## config.mk

```make
export PLATFORM = sky130hd
export DESIGN_NAME = multicycle_sequencer
export DESIGN_NICKNAME = d
export VERILOG_FILES = /design/src/rtl/mips_ctrl_pkg.sv /design/src/rtl/alu_funct_decoder.sv /design/src/rtl/multicycle_sequencer.sv
export SDC_FILE = /design/constraint.sdc
export NUM_CORES = 1
export LEC_CHECK = 0
export BUFFER_PORTS_ARGS = -buffer_cell sky130_fd_sc_hd__buf_2
export CAP_MARGIN = 30
export CORE_MARGIN = 2
export CORE_UTILIZATION = 30
export CTS_BUF_LIST = sky130_fd_sc_hd__clkbuf_4
export DETAILED_ROUTE_END_ITERATION = 7
export SLEW_MARGIN = 15
export SYNTH_ARGS = -nofsm -noshare
export SYNTH_HDL_FRONTEND = slang
export SYNTH_SLANG_ARGS = --single-unit
```

## constraint.sdc

```tcl
create_clock -name clk -period 3 [get_ports clk]
set_clock_uncertainty 0.1 [all_clocks]
set_input_delay 0.15 -clock clk [delete_from_list [all_inputs] [get_ports clk]]
set_output_delay 0.15 -clock clk [all_outputs]
set_load 0.01 [all_outputs]
```

## src/rtl/mips_ctrl_pkg.sv

```systemverilog
// Shared encodings for the multicycle MIPS main controller: states, opcodes,
// funct values, ALU operation codes, ALUSrcB selects and fault codes.
package mips_ctrl_pkg;

    typedef enum logic [3:0] {
        S_FETCH   = 4'd0,
        S_DECODE  = 4'd1,
        S_EXEC_R  = 4'd2,
        S_ALU_WB  = 4'd3,
        S_MEMADR  = 4'd4,
        S_MEMRD   = 4'd5,
        S_MEM_WB  = 4'd6,
        S_MEMWR   = 4'd7,
        S_BRANCH  = 4'd8,
        S_ADDI_EX = 4'd9,
        S_ADDI_WB = 4'd10,
        S_JUMP    = 4'd11,
        S_FAULT   = 4'd15
    } state_e;

    localparam logic [5:0] OP_RTYPE = 6'h00;
    localparam logic [5:0] OP_LW    = 6'h23;
    localparam logic [5:0] OP_SW    = 6'h2B;
    localparam logic [5:0] OP_BEQ   = 6'h04;
    localparam logic [5:0] OP_BNE   = 6'h05;
    localparam logic [5:0] OP_ADDI  = 6'h08;
    localparam logic [5:0] OP_J     = 6'h02;

    localparam logic [5:0] FN_ADD = 6'h20;
    localparam logic [5:0] FN_SUB = 6'h22;
    localparam logic [5:0] FN_AND = 6'h24;
    localparam logic [5:0] FN_OR  = 6'h25;
    localparam logic [5:0] FN_SLT = 6'h2A;
    localparam logic [5:0] FN_SLL = 6'h00;
    localparam logic [5:0] FN_SRL = 6'h02;

    localparam logic [3:0] ALU_AND = 4'd0;
    localparam logic [3:0] ALU_OR  = 4'd1;
    localparam logic [3:0] ALU_ADD = 4'd2;
    localparam logic [3:0] ALU_SUB = 4'd6;
    localparam logic [3:0] ALU_SLT = 4'd7;
    localparam logic [3:0] ALU_SLL = 4'd8;
    localparam logic [3:0] ALU_SRL = 4'd9;

    localparam logic [1:0] SRCB_B       = 2'd0;
    localparam logic [1:0] SRCB_FOUR    = 2'd1;
    localparam logic [1:0] SRCB_IMM     = 2'd2;
    localparam logic [1:0] SRCB_IMM_SH2 = 2'd3;

    typedef enum logic [1:0] {
        FC_NONE    = 2'd0,
        FC_ILLEGAL = 2'd1,
        FC_ALIGN   = 2'd2,
        FC_TIMEOUT = 2'd3
    } fault_e;

    // States that wait on the memory handshake and can stall or fault on alignment.
    function automatic logic is_mem_state(input state_e s);
        return (s == S_FETCH) || (s == S_MEMRD) || (s == S_MEMWR);
    endfunction

endpackage

```

## src/rtl/alu_funct_decoder.sv

```systemverilog
// Maps the R-type Funct field onto an ALU operation code; unknown values
// raise illegal_o so the sequencer can trap.
module alu_funct_decoder
    import mips_ctrl_pkg::*;
(
    input  logic [5:0] funct_i,
    output logic [3:0] alu_ctrl_o,
    output logic       illegal_o
);

    always_comb begin
        alu_ctrl_o = ALU_ADD;
        illegal_o  = 1'b0;
        case (funct_i)
            FN_ADD:  alu_ctrl_o = ALU_ADD;
            FN_SUB:  alu_ctrl_o = ALU_SUB;
            FN_AND:  alu_ctrl_o = ALU_AND;
            FN_OR:   alu_ctrl_o = ALU_OR;
            FN_SLT:  alu_ctrl_o = ALU_SLT;
            FN_SLL:  alu_ctrl_o = ALU_SLL;
            FN_SRL:  alu_ctrl_o = ALU_SRL;
            default: illegal_o  = 1'b1;
        endcase
    end

endmodule

```

## src/rtl/multicycle_sequencer.sv

```systemverilog
// Self-sequencing multicycle MIPS main controller with memory-ready stalls,
// stall timeout and alignment trapping, and a retired-instruction counter.
module multicycle_sequencer
    import mips_ctrl_pkg::*;
#(
    parameter int DATA_WIDTH    = 32,
    parameter int STALL_TIMEOUT = 16
) (
    input  logic                  clk,
    input  logic                  reset,
    input  logic [5:0]            Opcode,
    input  logic [5:0]            Funct,
    input  logic                  Zero,
    input  logic                  mem_ready,
    input  logic                  aligment_error,
    output logic                  IorD,
    output logic                  Mem_select,
    output logic                  MemWrite,
    output logic                  IRWrite,
    output logic                  DataWrite,
    output logic                  RDx_FF_en,
    output logic                  RegDst,
    output logic                  MemtoReg,
    output logic                  RegWrite,
    output logic                  ALUSrcA,
    output logic [1:0]            ALUSrcB,
    output logic [3:0]            ALUControl,
    output logic                  ALUresult_en,
    output logic                  PCSrc,
    output logic                  flag_J_type,
    output logic                  PC_En,
    output logic                  fault,
    output logic [1:0]            fault_code,
    output logic [DATA_WIDTH-1:0] instr_retired,
    output logic [3:0]            state_dbg
);

    localparam int CNT_W = $clog2(STALL_TIMEOUT + 1);

    state_e                state_q, state_d;
    fault_e                fault_code_q, fault_code_d;
    logic [CNT_W-1:0]      stall_q, stall_d;
    logic [DATA_WIDTH-1:0] retired_q;

    logic [3:0] funct_alu;
    logic       funct_illegal;
    logic       mem_state;
    logic       stall_expire;
    logic       retire;
    logic       pc_write;
    logic       branch;

    alu_funct_decoder u_funct_dec (
        .funct_i    (Funct),
        .alu_ctrl_o (funct_alu),
        .illegal_o  (funct_illegal)
    );

    assign mem_state    = is_mem_state(state_q);
    // Expiry is only decided on a cycle without mem_ready, so a late ready always wins.
    assign stall_expire = mem_state && !mem_ready && (stall_q == CNT_W'(STALL_TIMEOUT - 1));
    assign retire       = (state_d == S_FETCH) && (state_q != S_FETCH);

    always_comb begin
        state_d      = state_q;
        fault_code_d = fault_code_q;
        stall_d      = '0;
        case (state_q)
            S_FETCH:   if (mem_ready) state_d = S_DECODE;
            S_DECODE: begin
                case (Opcode)
                    OP_RTYPE:      state_d = S_EXEC_R;
                    OP_LW, OP_SW:  state_d = S_MEMADR;
                    OP_BEQ, OP_BNE: state_d = S_BRANCH;
                    OP_ADDI:       state_d = S_ADDI_EX;
                    OP_J:          state_d = S_JUMP;
                    default: begin
                        state_d      = S_FAULT;
                        fault_code_d = FC_ILLEGAL;
                    end
                endcase
            end
            S_EXEC_R: begin
                if (funct_illegal) begin
                    state_d      = S_FAULT;
                    fault_code_d = FC_ILLEGAL;
                end else begin
                    state_d = S_ALU_WB;
                end
            end
            S_MEMADR:  state_d = (Opcode == OP_LW) ? S_MEMRD : S_MEMWR;
            S_MEMRD:   if (mem_ready) state_d = S_MEM_WB;
            S_MEMWR:   if (mem_ready) state_d = S_FETCH;
            S_ADDI_EX: state_d = S_ADDI_WB;
            S_ALU_WB, S_MEM_WB, S_BRANCH, S_ADDI_WB, S_JUMP: state_d = S_FETCH;
            S_FAULT:   state_d = S_FAULT;
            default:   state_d = S_FAULT;
        endcase

        // Alignment beats both completion and timeout in the memory states.
        if (mem_state && aligment_error) begin
            state_d      = S_FAULT;
            fault_code_d = FC_ALIGN;
        end else if (stall_expire) begin
            state_d      = S_FAULT;
            fault_code_d = FC_TIMEOUT;
        end else if (mem_state && !mem_ready) begin
            stall_d = stall_q + 1'b1;
        end
    end

    always_ff @(posedge clk) begin
        if (reset) begin
            state_q      <= S_FETCH;
            fault_code_q <= FC_NONE;
            stall_q      <= '0;
            retired_q    <= '0;
        end else begin
            state_q      <= state_d;
            fault_code_q <= fault_code_d;
            stall_q      <= stall_d;
            if (retire) retired_q <= retired_q + 1'b1;
        end
    end

    always_comb begin
        IorD         = 1'b0;
        Mem_select   = 1'b0;
        MemWrite     = 1'b0;
        IRWrite      = 1'b0;
        DataWrite    = 1'b0;
        RDx_FF_en    = 1'b0;
        RegDst       = 1'b0;
        MemtoReg     = 1'b0;
        RegWrite     = 1'b0;
        ALUSrcA      = 1'b0;
        ALUSrcB      = SRCB_B;
        ALUControl   = ALU_AND;
        ALUresult_en = 1'b0;
        PCSrc        = 1'b0;
        flag_J_type  = 1'b0;
        pc_write     = 1'b0;
        branch       = 1'b0;
        if (!reset) begin
            case (state_q)
                S_FETCH: begin
                    ALUSrcB    = SRCB_FOUR;
                    ALUControl = ALU_ADD;
                    IRWrite    = mem_ready && !aligment_error;
                    pc_write   = mem_ready && !aligment_error;
                end
                S_DECODE: begin
                    RDx_FF_en    = 1'b1;
                    ALUSrcB      = SRCB_IMM_SH2;
                    ALUControl   = ALU_ADD;
                    ALUresult_en = 1'b1;
                end
                S_EXEC_R: begin
                    ALUSrcA      = 1'b1;
                    ALUSrcB      = SRCB_B;
                    ALUControl   = funct_alu;
                    ALUresult_en = 1'b1;
                end
                S_ALU_WB: begin
                    RegDst   = 1'b1;
                    RegWrite = 1'b1;
                end
                S_MEMADR, S_ADDI_EX: begin
                    ALUSrcA      = 1'b1;
                    ALUSrcB      = SRCB_IMM;
                    ALUControl   = ALU_ADD;
                    ALUresult_en = 1'b1;
                end
                S_MEMRD: begin
                    IorD       = 1'b1;
                    Mem_select = 1'b1;
                    DataWrite  = mem_ready && !aligment_error;
                end
                S_MEM_WB: begin
                    MemtoReg = 1'b1;
                    RegWrite = 1'b1;
                end
                S_MEMWR: begin
                    IorD       = 1'b1;
                    Mem_select = 1'b1;
                    MemWrite   = !aligment_error;
                end
                S_BRANCH: begin
                    ALUSrcA    = 1'b1;
                    ALUSrcB    = SRCB_B;
                    ALUControl = ALU_SUB;
                    PCSrc      = 1'b1;
                    branch     = 1'b1;
                end
                S_ADDI_WB: RegWrite = 1'b1;
                S_JUMP: begin
                    flag_J_type = 1'b1;
                    pc_write    = 1'b1;
                end
                default: ;
            endcase
        end
    end

    assign PC_En         = pc_write | (branch & (Zero ^ (Opcode == OP_BNE)));
    assign fault         = (state_q == S_FAULT);
    assign fault_code    = fault_code_q;
    assign instr_retired = retired_q;
    assign state_dbg     = state_q;

endmodule
```

==> reports/results.tsv <==
stage	metric	value	unit
sta	timing.final.setup_violations	0	
synthesis	post_synth_fa_ha_maj_area_fraction	0.0139	
status	outcome	complete, no violations	
synthesis	ys_top_cells_by_count	sky130_fd_sc_hd__dfxtp_1 (43), sky130_fd_sc_hd__a21oi_1 (40), sky130_fd_sc_hd__nor2_1 (27)	
critical_path	crit_path_cell_trace	ha_1, and3_1, ha_1, inv_1, a2111oi_2, nor3_2, o211ai_1, buf_4, or3_2, o31ai_1, a21oi_1	
placement	placement.io_buffers	75	
critical_path	timing.setup.critical_path_class	reg2reg	
pwr	totalPowerFinal	1970	uW
floorplan	floorplan.die.width	98.9	um
synthesis	syn_nets	375	
synthesis	synth_edf_count	0	
sta	max-slew-margin-rel	0.657	
synthesis	combinational_family_with_the_most_area_after_synthesis	simple AND/OR/NAND/NOR gates	
routing	route.detailed.drc	0	
critical_path	worst-r2r-setup-slack	190	ps
placement	place.detailed.hpwl	5.55	mm
sta	max_freq	356	MHz
pwr	cellPowerDensity	589	mW/mm^2
finish	areaGrowthSynthToFinish	23.5	%
floorplan	row_count	34	
critical_path	crit_start	stall_q[0]	
pwr	vdd.ir_drop.worst	0.000244	V
synthesis	synth_most_common_cell	sky130_fd_sc_hd__dfxtp_1	
floorplan	initial_core_util	0.310	
synthesis	netlist_area	0.00270	sq mm
synthesis	synth_top_cells_by_area	sky130_fd_sc_hd__dfxtp_1 (32%), sky130_fd_sc_hd__a21oi_1 (7.4%), sky130_fd_sc_hd__nand3_1 (3.9%)	
routing	detailed_routing_iterations_pass_1	4	
finish	post-route-cell-area	0.00334	sq mm
grt	grt_util_all_layers	0.147	
grt	first_global_vias	2578	
min_path	worst_hold_path.endpoint	fault_code[1]	
finish	share_of_post_route_cells_with_drive_strength_above_1	0.266	
run	drv_cap	0	
clocking	ctsHtreeMaxLevel	2	
floorplan	dieArea	0.00979	sq mm
floorplan	coreArea	0.00872	sq mm
sta	finalCritPeriodShare	0.936	
routing	drt-vias-per-instance	5.44	
critical_path	required	3130	ps
finish	antenna_cells_inserted	0	
grt	largest_net_degree_at_the_start_of_global_routing	42	
sta	timing.final.max_slew_violations	0	
pwr	total_leakage_power	0.00135	uW
synthesis	synth_sequential_area_ratio	0.318	
synthesis	synth.area.mux_share	0.0157	
synthesis	yosys.area.top_type	sky130_fd_sc_hd__dfxtp_1	
routing	initialDrtViolationCount	165	
routing	totalWireLength	7.69	mm
synthesis	synth-xor-area-share	0.0292	
floorplan	boundaryPins	76	
synthesis	syn_area_per_cell	7.62	sq um
routing	detailroute.via_count	2957	
placement	place_congestion	0.854	
clocking	insertion_delay	360	ps
clocking	clock_tree.root_cell	sky130_fd_sc_hd__clkbuf_4	
synthesis	register_bit_total_from_synthesis	43	
finish	instances_no_fill	544	
critical_path	crit-reg2reg-launch	stall_q[0]	
floorplan	chipHeight	98.9	um
synthesis	syn-instance-count	355	
critical_path	regToRegEndpoint	instr_retired[8]	
sta	layout_min_cycle_time	2810	ps
min_path	hold_path_class	in2reg	
routing	post_drt_wl_per_cell	14.1	um
synthesis	netlist.area_leader.share	0.318	
critical_path	r2r_cells	11	
synthesis	compound_gate_fraction_of_synth_area	0.212	
synthesis	synthSimpleGateAreaFrac	0.352	
synthesis	asyncSetResetFlopFracSynth	0	
min_path	min_delay_path_depth	3	
clocking	numCtsBuffers	5	
routing	antenna_violating_nets_post_route	0	
critical_path	critical_path.startpoint_type	register	
clocking	cts_hold_repair.buffers	0	
critical_path	critical_path.max_stage_delay	610	ps
placement	post_dp_cell_area	0.00325	sq mm
synthesis	synth_warnings	0	
sta	worst-slew-pin-transition	511	ps
critical_path	kind_of_capture_point_of_the_worst_setup_path	register	
critical_path	timing.critical_path.fanout_max	17	
grt	antenna_violations_before_repair	0	
clocking	clock-sinks	43	
synthesis	postSynth.topFlopCell	sky130_fd_sc_hd__dfxtp_1	
grt	grt_first_pass_wirelength	12.2	mm
clocking	worst_setup_hold_path_clk_slew	120	ps
grt	grt_overflow	0	
placement	placed_cells_incl_taps	534	
critical_path	crit_top_cell	sky130_fd_sc_hd__ha_1	
clocking	tritoncts_clock_tree	built	
sta	final-hold-violation-count	0	
clocking	clock_tree.buffer_depth	2	
synthesis	netlist-cell-type-count	58	
finish	design.final.nets	455	
sta	final.setup.tns	0	ps
critical_path	cpMaxStageDelayCell	sky130_fd_sc_hd__or3_2	
critical_path	critPathArrivalTime	2940	ps
min_path	worstHoldStart	aligment_error	
where the power goes:
part	switching, uW	internal [uW]	leakage [uW]	total, uW
logic	606	418	0.000973	1020
registers	60.7	610	0.000348	671
clock network	185	86.2	0.0000263	271
total	852	1110	0.00135	1970
state kept, by name (all words and copies together) (netlist names):
name and count:
instr_retired 32, stall_q 5, state_dbg 4, fault_code 2
worst max path at each step:
stage / endpoint
finish: instr_retired[8]
global route: instr_retired[10]
CTS: instr_retired[6]
detailed placement: instr_retired[9]
global placement: instr_retired[24]
floorplan: instr_retired[11]
critical path, delay by kind of cell (launching register included):
family	cells	cell delay, ps
DFF	1	350
and+or+nand+nor	3	970
adders and majority gates	2	410
AOI/OAI and AO/OA	4	610
buffers and inverters	2	240
kinds of logic (layout without fill, tap and decap cells):
logic type | Yosys count | in the layout
xor gates and xnor gates | 9 | 9
AOI/OAI and AO/OA | 91 | 91
muxes | 4 | 4
adders and majority gates | 3 | 3
DFF | 43 | 43
and+or+nand+nor | 168 | 169
buffers and inverters | 37 | 117
placed cells by master (no fill, tap or decap), types with 3 or more instances in the layout:
master,count
sky130_fd_sc_hd__a211oi_1,3
sky130_fd_sc_hd__o31ai_1,11
sky130_fd_sc_hd__xor2_1,3
sky130_fd_sc_hd__or3_1,13
sky130_fd_sc_hd__o21ai_0,16
sky130_fd_sc_hd__or4_1,13
sky130_fd_sc_hd__and3_1,11
sky130_fd_sc_hd__nand2_1,18
sky130_fd_sc_hd__nor3b_1,3
sky130_fd_sc_hd__nor2_1,27
sky130_fd_sc_hd__nand2b_1,5
sky130_fd_sc_hd__dfxtp_1,43
sky130_fd_sc_hd__buf_2,75
sky130_fd_sc_hd__xnor2_1,6
sky130_fd_sc_hd__nor2b_1,10
sky130_fd_sc_hd__nand4_1,7
sky130_fd_sc_hd__nand3_1,20
sky130_fd_sc_hd__nor3_1,13
sky130_fd_sc_hd__clkbuf_4,5
sky130_fd_sc_hd__buf_4,20
sky130_fd_sc_hd__ha_1,3
sky130_fd_sc_hd__inv_1,14
sky130_fd_sc_hd__nor4_1,11
sky130_fd_sc_hd__a21oi_1,40
routing by layer:
layer	share of wire	global-route usage	up-vias
met2	0.46	0.236	83
li1	-	-	1497
met3	0.065	0.0206	8
met5	0	0	-
met4	0.0084	0.0390	0
met1	0.46	0.207	1369
cell type report:
type,instances,area (sq um)
fill,939,5380
clock inverter,3,15.0
timing repair buffer,95,526
sequential,43,861
inverter,14,52.6
tap,108,135
clock buffer,5,37.5
multi-input combinational,276,1710
repair_timing:
item                                    CTS  global route
gates resized for setup                   0             4
setup buffers                             0             1
endpoints found under the setup margin    0            18
metrics by stage:
step                worst slack, ps  utilization  hold slack (ps)
floorplan                       244            -              251
global placement                213        0.373              330
detailed placement              104        0.373              347
CTS                            90.5        0.379             98.4
global route                  -5.88        0.383              132
finish                          192        0.383              114
Note: power is estimated with default switching activity, not from simulation.
